File: src/rtl/output_serializer_pkg.sv
// Shared types and helpers for the output serializer ahead of the OUTPUT_IO cell.
package output_serializer_pkg;

  // Shifter control state; encoding is fixed so that SHIFT reads as 1 on a probe.
  typedef enum logic {
    IDLE  = 1'b0,
    SHIFT = 1'b1
  } state_t;

  // Width of the bit-position counter (0..width-1), never narrower than one bit.
  function automatic int cnt_bits(input int width);
    return (width <= 2) ? 1 : $clog2(width);
  endfunction

endpackage

File: src/rtl/output_serializer.sv
// Parallel-to-serial stage feeding OUTPUT_IO.OQI. Words arrive over valid/ready, are shifted
// out one bit per IQC cycle, and a one-word hold buffer keeps consecutive words gap-free.
module output_serializer
  import output_serializer_pkg::*;
#(
  parameter int WIDTH      = 8,
  parameter bit MSB_FIRST  = 1'b1,
  parameter bit IDLE_LEVEL = 1'b1
) (
  input  logic             IQC,
  input  logic             QRT,
  input  logic [WIDTH-1:0] data_in,
  input  logic             valid_in,
  output logic             ready_out,
  output logic             OQI,
  output logic             busy,
  output logic             sof
);

  localparam int             CW   = cnt_bits(WIDTH);
  localparam logic [CW-1:0]  LAST = CW'(WIDTH - 1);

  // Word widths outside the supported range are rejected at elaboration.
  if (WIDTH < 2 || WIDTH > 32) begin : g_width_check
    $error("output_serializer: WIDTH must lie in 2..32");
  end

  state_t           state;
  logic [CW-1:0]    cnt;
  logic [WIDTH-1:0] shifter;
  logic [WIDTH-1:0] hold;
  logic             hold_valid;

  logic             accept;
  logic             load_slot;
  logic             take_hold;
  logic             take_input;
  logic             start_word;
  logic [WIDTH-1:0] load_word;

  // Bit that goes on the pin first for a given word.
  function automatic logic first_bit(input logic [WIDTH-1:0] w);
    if (MSB_FIRST) return w[WIDTH-1];
    else           return w[0];
  endfunction

  // Word with its outgoing bit consumed, next bit moved to the output end.
  function automatic logic [WIDTH-1:0] advance(input logic [WIDTH-1:0] w);
    if (MSB_FIRST) return w << 1;
    else           return w >> 1;
  endfunction

  // Ready is dropped in reset and whenever the hold buffer is occupied, so an accept can never
  // collide with the hold-to-shifter transfer.
  assign ready_out  = QRT & ~hold_valid;
  assign accept     = valid_in & ready_out;
  assign busy       = (state == SHIFT);

  // The shifter can take a new word when idle or while its last bit is on the pin.
  assign load_slot  = (state == IDLE) | ((state == SHIFT) & (cnt == LAST));
  assign take_hold  = load_slot & hold_valid;
  assign take_input = load_slot & ~hold_valid & accept;
  assign start_word = take_hold | take_input;
  assign load_word  = hold_valid ? hold : data_in;

  // Control: state, bit counter, pin driver, start-of-frame pulse and hold occupancy.
  always_ff @(posedge IQC or negedge QRT) begin
    if (!QRT) begin
      state      <= IDLE;
      cnt        <= '0;
      OQI        <= IDLE_LEVEL;
      sof        <= 1'b0;
      hold_valid <= 1'b0;
    end else begin
      if (load_slot) begin
        cnt <= '0;
        if (start_word) begin
          state <= SHIFT;
          sof   <= 1'b1;
          OQI   <= first_bit(load_word);
          if (take_hold) hold_valid <= 1'b0;
        end else begin
          state <= IDLE;
          sof   <= 1'b0;
          OQI   <= IDLE_LEVEL;
        end
      end else begin
        cnt <= cnt + 1'b1;
        sof <= 1'b0;
        OQI <= first_bit(shifter);
      end
      // A word accepted while the shifter is mid-word parks in hold.
      if (accept && !load_slot) hold_valid <= 1'b1;
    end
  end

  // Data: shifter contents and the parked word; validity is tracked by the control block.
  always_ff @(posedge IQC) begin
    if (start_word) begin
      shifter <= advance(load_word);
    end else if (state == SHIFT) begin
      shifter <= advance(shifter);
    end
    if (accept && !load_slot) begin
      hold <= data_in;
    end
  end

endmodule

File: config.mk
export PLATFORM = sky130hd
export DESIGN_NAME = output_serializer
export DESIGN_NICKNAME = d
export VERILOG_FILES = /design/src/rtl/output_serializer_pkg.sv /design/src/rtl/output_serializer.sv
export SDC_FILE = /design/constraint.sdc
export NUM_CORES = 1
export LEC_CHECK = 0
export ABC_AREA = 1
export CORE_MARGIN = 2
export CORE_UTILIZATION = 50
export DETAILED_ROUTE_END_ITERATION = 10
export PLACE_DENSITY = 0.75
export REMOVE_ABC_BUFFERS = 1
export SKIP_CTS_REPAIR_TIMING = 1
export SYNTH_ARGS = -nofsm -noshare
export SYNTH_HDL_FRONTEND = slang
export SYNTH_SLANG_ARGS = --single-unit
File: constraint.sdc
create_clock -name IQC -period 2.1 [get_ports IQC]
set_clock_uncertainty 0.1 [all_clocks]
set_input_delay 0.315 -clock IQC [delete_from_list [all_inputs] [get_ports IQC]]
set_output_delay 0.315 -clock IQC [all_outputs]
set_load 0.05 [all_outputs]
======== Word level (Yosys, flattened, before mapping) ========
Cells that the tools add are included.
Widths: inputs -> output; s select.
word-level totals
  flip-flop bits (word level) ............. 22
  logic and storage cells ................. 38
operators by class
  add/subtract/negate cells ............... 1
  eq/ne operators ......................... 1
  multiplexer cells ....................... 12
  bitwise operators ....................... 10
  reductions and logical operators ........ 7
operators by type and width
  kind                 count
  $mux 8               3
  $mux 1               8
  $reduce_bool 2->1    4
  $and 1x1->1          6
  $add 3x1->3 const B  1
  $eq 3x3->1 const B   1
  $mux 3               1
  $reduce_and 3->1     1
  $not 1->1            2
  $or 1x1->1           2
  $logic_and 1x1->1    1
  $logic_not 1->1      1

======== Longest topological paths before layout ========
Gate-level depths: netlist of the first run.
  word-level depth ........................ 9
  mapped depth ............................ 7
  depth with buffers taken out ............ 7

======== Worst setup path after synthesis of the first run ========
OpenSTA, ideal clock, no wires.
  path kind ............................... register -> register
  start point ............................. register hold_valid
  end point ............................... register hold[0], enable pin
  setup time .............................. 0.370 ns
  arrival ................................. 1.717 ns
  required time ........................... 1.630 ns
  slack ................................... -0.088 ns
  cell stages (with the launch flop) ...... 5
  period minus slack after synthesis ...... 2.188 ns
  cells stage by stage .................... dfrtp_1 -> buf_6 -> nor2_1 -> nand2_1 -> nor2_1
on the way
  cells in the longest elaborated chain, start to end .. 4
RTL lines
  element                   line                      source
  start: declaration        output_serializer.sv:32   logic hold_valid;
  start signal: assignment  output_serializer.sv:73   hold_valid <= 1'b0;
  start signal: assignment  output_serializer.sv:81   if (take_hold) hold_valid <= 1'b0;
  start signal: assignment  output_serializer.sv:93   if (accept && !load_slot) hold_valid <= 1'b1;
  $not 1->1                 output_serializer.sv:55   assign ready_out = QRT & ~hold_valid;
  $and 1x1->1               output_serializer.sv:55
  named net ready_out       output_serializer.sv:14   output logic ready_out,
  $and 1x1->1               output_serializer.sv:56   assign accept = valid_in & ready_out;
  $logic_and 1x1->1         output_serializer.sv:104  if (accept && !load_slot) begin
  end signal: assignment    output_serializer.sv:105  hold <= data_in;
  end: declaration          output_serializer.sv:31   logic [WIDTH-1:0] hold;
The timed path passes the listed nets, and every way through them passes these cells.
A chain may end at the register's enable or synchronous reset.

======== Final worst setup path of the first run ========
  start point ............................. register OQI
  end point ............................... output OQI
RTL lines
  element                   line                     source
  start: declaration        output_serializer.sv:15  output logic OQI,
  start signal: assignment  output_serializer.sv:80  OQI <= first_bit(load_word);
  start signal: assignment  output_serializer.sv:90  OQI <= first_bit(shifter);
No word-level cell between the ends.

==> reports/qor.txt, run 1 <==
min Tclk post-route - 2050 ps
synth warn - 0
first-pass GRT wire length - 2435 um
post-DP HPWL - 1073 um
Area Growth Syn to Fin - 24.56%
Max Cap Viol - 0
# DRC - 0
core area - 1745 um^2
antenna cells - 0
worst path required time - 1680 ps
Slew HR - 66.86%
fraction of layout cells with a size suffix above 1 - 14.55%
top cells by area, synth - edfxtp_1 48%, nand2_1 18%, dfrtp_1 16%, dfstp_2 2.8%, nor2_1 2.8%
Post-synth top cells - 45 x nand2_1, 15 x edfxtp_1, 7 x nor2_1
CTS max path bufs - 2
most common cell in the netlist - nand2_1
die height - 47.18 um
critical path's top delay family - buffers and inverters
cell taking the most area after synthesis - edfxtp_1
CTS Buf Count - 3
Max Fclk - 0.4877 GHz
Die Width - 47.18 um
Crit path buffers/inverters - 1
Gate Count Post-Synth - 90
Initial Utilization - 53.41%
sequential area share after synthesis - 67.25%
Power Density - 1189 nW/um^2
WP data arrival - 1640 ps
nets - 124
Routability Congestion - 0.7650
drt total wl - 1376 um
clock transition at the registers of the reported paths - 130 ps
DR pass1 iterations - 4
Critical Path Slowest Stage Cell - clkdlybuf4s50_1
FP Rows - 15
status - completed
Global Route Usage Sum - 16.10%
Synth top area share - 48.32%
Peak VDD IR - 867.9 uV
Max Slew Vio Count - 0
placed inst area - 1125 um^2
Final Cycle Share - 97.63%
final worst slack - 49.69 ps
antenna violations before repair - 0
cell leakage power - 0.0005393 uW
Worst Hold Class - in2async
number of flops mapped to enable cells by yosys - 15
max incr delay on CP - 790 ps
setup violators final - 0
DR iter-0 viols - 6
Synth Register Bits - 22
Synth Area per Inst - 10.36 um^2
area of all placed cells without fillers - 1161 um^2
post-synth cell types - 15
CTS tree - built
commonest register cell after synthesis - edfxtp_1
Die Area - 2225 um^2
RSZ-0062 raised after global routing - false
CTS H-Tree Depth - 1
crit-path cells - clkdlybuf4s50_1
vias per std cell - 4.459
setup slack at placement - 330.4 ps
ys async rst share - 31.82%
worst slew pin tran - 495.5 ps
WL/cell - 10.19 um
Critical Path Fanout Max - 1
largest net degree at the start of global routing - 13
# clock sinks - 22
grt ovf - 0
Mapped Area - 932.1 um^2
Ports - 15
critical path class - reg2out
vias in the first global route - 588
Setup crit end kind - output pin
via count - 602
Clock Latency Late Sink - 310 ps
I/O Buffers - 14
antenna-violating nets left - 0
Hold Fails Final Rpt - 0
Critical Path Source Type - flop
CTS root buf - clkbuf_4
placed cells by master, fill, tap and decap left out:
| cell | instances |
|---|---|
| inv_2 | 2 |
| clkbuf_4 | 3 |
| a21boi_0 | 1 |
| ha_1 | 2 |
| dfstp_2 | 1 |
| dfrtp_1 | 6 |
| a21oi_2 | 1 |
| nor2_2 | 2 |
| inv_1 | 4 |
| clkbuf_8 | 1 |
| clkdlybuf4s50_1 | 13 |
| buf_4 | 3 |
| nand2_1 | 45 |
| nor2_1 | 7 |
| inv_4 | 1 |
| o21ai_1 | 1 |
| edfxtp_1 | 15 |
| buf_12 | 1 |
| nand2_4 | 1 |
worst reg2reg max path, cell delays in order, from the launching register on:
cell and delay [ps]:
dfrtp_1 400, ha_1 200, ha_1 180, nor2_2 180, inv_2 110, nor2_1 120, buf_4 170
flip-flops by register name, summed over array words and instances, names as in the netlist:
register    cells
hold_valid      1
cnt             3
OQI             1
shifter         7
hold            8
sof             1
busy            1
final timing paths:
path	from	to	slack (ps)	cells past startpoint
min in group IQC	cnt[0]$_DFF_PN0_	cnt[0]$_DFF_PN0_	350	1
max in group asynchronous	QRT	OQI$_DFF_PN1_	1430	2
setup / recovery	OQI$_DFF_PN1_	OQI	50	1
setup reg to reg	cnt[0]$_DFF_PN0_	hold[2]$_DFFE_PP_	340	6
hold / removal	QRT	hold_valid$_DFFE_PN0P_	70	1
hold reg to reg	cnt[0]$_DFF_PN0_	cnt[0]$_DFF_PN0_	350	1
where the power goes:
| group | internal, uW | switching [uW] | leakage, uW |
|---|---|---|---|
| Sequential | 606 | 58.4 | 0.000236 |
| Combinational | 186 | 300 | 0.000283 |
| Clock | 106 | 125 | 0.0000210 |
cell families (layout without fill, tap and decap cells):
logic type,Yosys count,count (layout),share of synthesized area (%)
and+or+nand+nor,55,55,23.49
DFF,22,22,67.25
buffers and inverters,8,28,4.295
AOI/OAI and AO/OA,3,3,2.282
adders and majority gates,2,2,2.684
final cells by class:
cell class | instances | area, um^2
sequential | 22 | 626.9
fill | 148 | 584.3
multi-input combinational | 60 | 265.3
timing repair buffer | 17 | 172.7
clock buffer | 4 | 36.28
tap | 25 | 31.28
inverter | 7 | 28.78
metal layers:
metal	routed length, um	GRT usage (%)	vias up
met5	0	0	-
met4	19	6.667	0
met3	54	4.615	4
met2	599	24.93	14
met1	703	21.41	260
li1	-	-	324
metrics by stage:
stage / hold slack, ps / cells / utilization (%) / total power [uW] / setup TNS, ps
after floorplan: -80.59 / 89 / - / 1013 / -701.3
after global placement: 320.2 / 131 / 64.44 / 1156 / 0
after detailed placement: 333.1 / 131 / 64.44 / 1165 / 0
after CTS: 76.70 / 135 / 66.52 / 1390 / 0
after global routing: 73.22 / 135 / 66.52 / 1501 / 0
final: 70.23 / 135 / 66.52 / 1381 / 0
(Power assumes the default switching activity.)
==> inputs of run 2 (changes only) <==
- CORE_MARGIN: 2 -> 1.5
==> run 2 against run 1 <==
  * Routed wire length is 6.2% lower
  * First-iteration DRC count rose by 83%
  * Setup slack better by 37 ps
  * Count of clock-buffer cells in the layout unchanged
  * Die area down 4.2%
  * Design area decreased by 0.86%
  * Sequential share of layout area up 0.47 points
  * Non-clock buffer count stayed put
  * Via count up 0.17%
  * Clock power is 21% lower
  * Largest power group unchanged
==> reports/qor.txt, run 2 (synthesized netlist as in run 1, its figures left out) <==
nets - 124 (unchanged)
crit-path cells - clkdlybuf4s50_1
worst path required time - 1680 ps (about the same)
Die Width - 46.18 um (-2.1%)
die height - 46.18 um (-2.1%)
Area Growth Syn to Fin - 23.49%
grt ovf - 0 (unchanged)
FP Rows - 15 (unchanged)
Final Cycle Share - 95.85% (-1.8 points)
Setup crit end kind - output pin
CP Depth - 1 (unchanged)
Max Slew Vio Count - 0 (unchanged)
CTS max path bufs - 2 (unchanged)
Global Route Usage Sum - 16.79% (+0.69 points)
fraction of layout cells with a size suffix above 1 - 13.64% (-0.91 points)
Routability Congestion - 0.7581 (-0.90%)
CTS Buf Count - 3 (unchanged)
max FFs per register - 8 (unchanged)
CTS H-Tree Depth - 1 (unchanged)
Power Density - 1161 nW/um^2 (-2.4%)
WP data arrival - 1600 ps (-40 ps)
critical path class - reg2out
first-pass GRT wire length - 2421 um (-0.57%)
# clock sinks - 22 (unchanged)
DR pass1 iterations - 4 (unchanged)
most common cell after layout, fill and taps aside - nand2_1
Die Area - 2132 um^2 (-4.2%)
area of all placed cells without fillers - 1151 um^2 (-0.86%)
Slew HR - 66.99% (+0.13 points)
setup violators final - 0 (unchanged)
CTS root buf - clkbuf_4
antenna-violating nets left - 0 (unchanged)
Hold Fails Final Rpt - 0 (unchanged)
antenna cells - 0 (unchanged)
via count - 603 (+0.17%)
min Tclk post-route - 2013 ps (-37.45 ps)
Max Fclk - 0.4968 GHz (+1.9%)
most flop-heavy register - hold
vias per std cell - 4.467 (+0.17%)
post-DP HPWL - 1007 um (-6.2%)
Critical Path Source Type - flop
critical path's top delay family - buffers and inverters
RSZ-0062 raised after global routing - false
Crit path buffers/inverters - 1 (unchanged)
worst hold slack - 101.3 ps (+31.05 ps)
Initial Utilization - 53.41% (unchanged)
WL/cell - 9.563 um (-6.2%)
vias in the first global route - 593 (+0.85%)
CTS tree - built
r2r setup slk - 370 ps (+30 ps)
Ports - 15 (unchanged)
DR iter-0 viols - 11 (+5)
placed inst area - 1125 um^2 (unchanged)
antenna violations before repair - 0 (unchanged)
Clock Latency Late Sink - 290 ps (-20 ps)
status - completed
worst slew pin tran - 493.6 ps (-1.872 ps)
Critical Path Fanout Max - 1 (unchanged)
reg2reg end - hold[2]$_DFFE_PP_
largest net degree at the start of global routing - 13 (unchanged)
Largest regs - hold (8), shifter (7), cnt (3)
Max Cap Viol - 0 (unchanged)
Critical Path Slowest Stage Cell - clkdlybuf4s50_1
worst r2r path cells - 6 (unchanged)
clock transition at the registers of the reported paths - 100 ps (-30 ps)
cell leakage power - 0.0005332 uW (-1.1%)
Cells after DPL - 131 (unchanged)
worst r2r src - cnt[0]$_DFF_PN0_
# DRC - 0 (unchanged)
Worst Hold Class - in2async
most frequent cells in the layout - 45 x nand2_1, 15 x edfxtp_1, 13 x clkdlybuf4s50_1, 7 x nor2_1, 6 x dfrtp_1
Non-Filler Instances - 135 (unchanged)
drt total wl - 1291 um (-6.2%)
I/O Buffers - 14 (unchanged)
max incr delay on CP - 780 ps (about the same)
Peak VDD IR - 793.5 uV (-8.6%)
Final Power - 1336 uW (-3.2%)
core area - 1745 um^2 (unchanged)
-- run 2: cell counts in the layout (fill, tap and decap cells not counted) --
Identical to the previous run, type by type.
-- run 2: worst max-delay path by stage --
stage / from / end
4_1_cts: OQI$_DFF_PN1_ / OQI
6_report: OQI$_DFF_PN1_ / OQI
2_1_floorplan: hold_valid$_DFFE_PN0P_ / hold[0]$_DFFE_PP_
3_3_place_gp: QRT / shifter[1]$_SDFFCE_PP0P_
5_1_grt: OQI$_DFF_PN1_ / OQI
3_5_place_dp: QRT / shifter[3]$_DFFE_PP_
-- run 2: power breakdown --
part           switching, uW  leakage (uW)  internal (uW)  total [uW]
Sequential              58.7      0.000236            606         665
Combinational            301      0.000283            187         489
Clock                    109     0.0000150           73.8         183
Total                    469      0.000533            867        1340
-- run 2: layout make-up --
cell class              count  area, um^2
inverters                   7       28.78
well taps                  25       31.28
fillers                   148       594.3
multi-input cells          60       265.3
flip-flops and latches     22       626.9
clock buffers               4       26.28
repair buffers             17       172.7
-- run 2: metrics by stage --
step           setup WS [ps]  setup TNS (ps)  utilization (%)
6_report               87.15               0            65.95
5_1_grt                4.285               0            65.95
4_1_cts                73.82               0            65.95
3_5_place_dp           334.9               0            64.44
3_3_place_gp           358.3               0            64.44
2_1_floorplan         -87.67          -701.3                -
-- run 2: metal layers --
| metal | part of all wire (%) | track usage [%] | vias to the layer above |
|---|---|---|---|
| li1 | - | - | 324 |
| met3 | 4.1 | 5.882 | 2 |
| met1 | 53 | 22.92 | 263 |
| met2 | 42 | 24.44 | 14 |
| met4 | 1.1 | 6.857 | 0 |
| met5 | 0 | 0 | - |
==> inputs of run 3 (changes only) <==
- RECOVER_POWER: unset -> 100
- SLEW_MARGIN: unset -> 10
==> run 3 against run 2 <==
  * Via count decreased by 0.33%
  * Cell count stayed put
  * Routed wire length decreased by 0.31%
  * Worst hold slack better by 59 ps
  * Register-to-register slack worse by 140 ps
  * Count of clock-buffer cells in the layout unchanged
  * Combinational power fell by 7.4%
  * Design area shrank 2.1%
  * Core utilization fell by 1.4 points
  * Critical endpoint unchanged
  * Highest routed layer unchanged
==> reports/qor.txt, run 3 (synthesized netlist as in run 1, its figures left out) <==
max FFs per register - 8 (unchanged)
min Tclk post-route - 2013 ps (+0.5775 ps)
Sw Pwr - 454.1 uW (-3.2%)
fraction of layout cells with a size suffix above 1 - 8.182% (-5.5 points)
critical path's top delay family - buffers and inverters
post-DP HPWL - 1007 um (unchanged)
antenna violations before repair - 0 (unchanged)
Sw Ratio - 34.98% (-0.12 points)
first-pass GRT wire length - 2421 um (unchanged)
# clock sinks - 22 (unchanged)
Int Power - 844.1 uW (-2.7%)
critical path class - reg2out
most common cell after layout, fill and taps aside - nand2_1
Clk pwr share - 14.1% (+0.4 points)
# DRC - 0 (unchanged)
Area Growth Syn to Fin - 20.94%
Final Power - 1298 uW (-2.8%)
FP Rows - 15 (unchanged)
Layout fillers - 150 (+1.4%)
Critical Path Fanout Max - 1 (unchanged)
drt total wl - 1287 um (-0.31%)
crit-path cells - clkdlybuf4s50_1
cell leakage power - 0.0005244 uW (-1.7%)
Power Density - 1152 nW/um^2 (-0.79%)
Max Fclk - 0.4967 GHz (about the same)
Ports - 15 (unchanged)
I/O Buffers - 14 (unchanged)
Peak VDD IR - 756.3 uV (-4.7%)
Initial Utilization - 53.41% (unchanged)
Clock Latency Late Sink - 290 ps (about the same)
CTS H-Tree Depth - 1 (unchanged)
Worst Hold Class - in2async
largest net degree at the start of global routing - 13 (unchanged)
worst hold slack - 160.3 ps (+59.06 ps)
vias per std cell - 4.452 (-0.33%)
combinational share of power - 34.9% (-1.7 points)
status - completed
Global Route Usage Sum - 16.79% (unchanged)
vias in the first global route - 593 (unchanged)
final worst slack - 86.57 ps (-0.5775 ps)
via count - 601 (-0.33%)
worst slew pin tran - 501.0 ps (+7.350 ps)
clock transition at the registers of the reported paths - 100 ps (about the same)
antenna-violating nets left - 0 (unchanged)
register area - 626.9 um^2 (unchanged)
Critical Path Slowest Stage Cell - clkdlybuf4s50_1
Die Area - 2132 um^2 (unchanged)
nets - 124 (unchanged)
RSZ-0062 raised after global routing - false
Max Slew Vio Count - 0 (unchanged)
grt ovf - 0 (unchanged)
Critical Path Source Type - flop
Hold Fails Final Rpt - 0 (unchanged)
core area - 1745 um^2 (unchanged)
combined area of the multi-input logic cells - 251.5 um^2 (-5.2%)
setup slack at placement - 334.9 ps (unchanged)
Die Width - 46.18 um (unchanged)
Slew HR - 66.49% (-0.50 points)
Setup TNS - 0 ps (unchanged)
r2r setup slk - 230 ps (-140 ps)
Seq pwr share - 51.0% (+1.2 points)
Largest regs - hold (8), shifter (7), cnt (3)
CTS tree - built
antenna cells - 0 (unchanged)
WL/cell - 9.533 um (-0.31%)
Setup crit end kind - output pin
DR pass1 iterations - 4 (unchanged)
max incr delay on CP - 780 ps (about the same)
Crit path buffers/inverters - 1 (unchanged)
Cells after DPL - 131 (unchanged)
Max Cap Viol - 0 (unchanged)
Non-Filler Instances - 135 (unchanged)
most frequent cells in the layout - 46 x nand2_1, 15 x edfxtp_1, 11 x dlygate4sd3_1, 8 x nor2_1, 6 x dfrtp_1
Final Cycle Share - 95.88% (about the same)
worst path required time - 1680 ps (about the same)
CTS Buf Count - 3 (unchanged)
Routability Congestion - 0.7581 (unchanged)
die height - 46.18 um (unchanged)
most flop-heavy register - hold
setup violators final - 0 (unchanged)
WP data arrival - 1600 ps (about the same)
CTS root buf - clkbuf_4
DR iter-0 viols - 12 (+1)
CTS max path bufs - 2 (unchanged)
-- run 3: area by class of cell --
| type | count | share of cell area (%) |
|---|---|---|
| clock buffer | 4 | 2.331 |
| inverter | 7 | 2.553 |
| multi-input combinational | 60 | 22.31 |
| sequential | 22 | 55.60 |
| tap | 25 | 2.775 |
| timing repair buffer | 17 | 14.43 |
-- run 3: power groups by stage --
stage | clock (uW) | combinational [uW] | sequential [uW]
final | 183 | 453 | 663
after global routing | 215 | 542 | 678
after CTS | 191 | 495 | 667
after detailed placement | 0 | 491 | 677
after global placement | 0 | 484 | 671
after floorplan | 0 | 293 | 720
-- run 3: path summary, 6_finish.rpt --
kind	start	to	depth (start not counted)
worst max-delay path	OQI$_DFF_PN1_	OQI	1
worst min-delay path	QRT	hold_valid$_DFFE_PN0P_	1
worst max register to register	cnt[0]$_DFF_PN0_	hold[2]$_DFFE_PP_	6
worst min register to register	cnt[0]$_DFF_PN0_	cnt[0]$_DFF_PN0_	1
max in group asynchronous	QRT	OQI$_DFF_PN1_	2
min in group IQC	cnt[0]$_DFF_PN0_	cnt[0]$_DFF_PN0_	1
-- run 3: routing by layer --
| layer | GRT usage, % | vias to the layer above | wire [um] |
|---|---|---|---|
| met4 | 6.857 | 0 | 14 |
| met1 | 22.92 | 260 | 682 |
| met2 | 24.44 | 14 | 537 |
| met3 | 5.882 | 2 | 53 |
| li1 | - | 325 | - |
| met5 | 0 | - | 0 |
-- run 3: per-stage QoR --
stage / util [%] / cell area (um^2)
after floorplan: - / 920.9
after global placement: 64.44 / 1125
after detailed placement: 64.44 / 1125
after CTS: 65.95 / 1151
after global routing: 64.59 / 1127
final: 64.59 / 1127
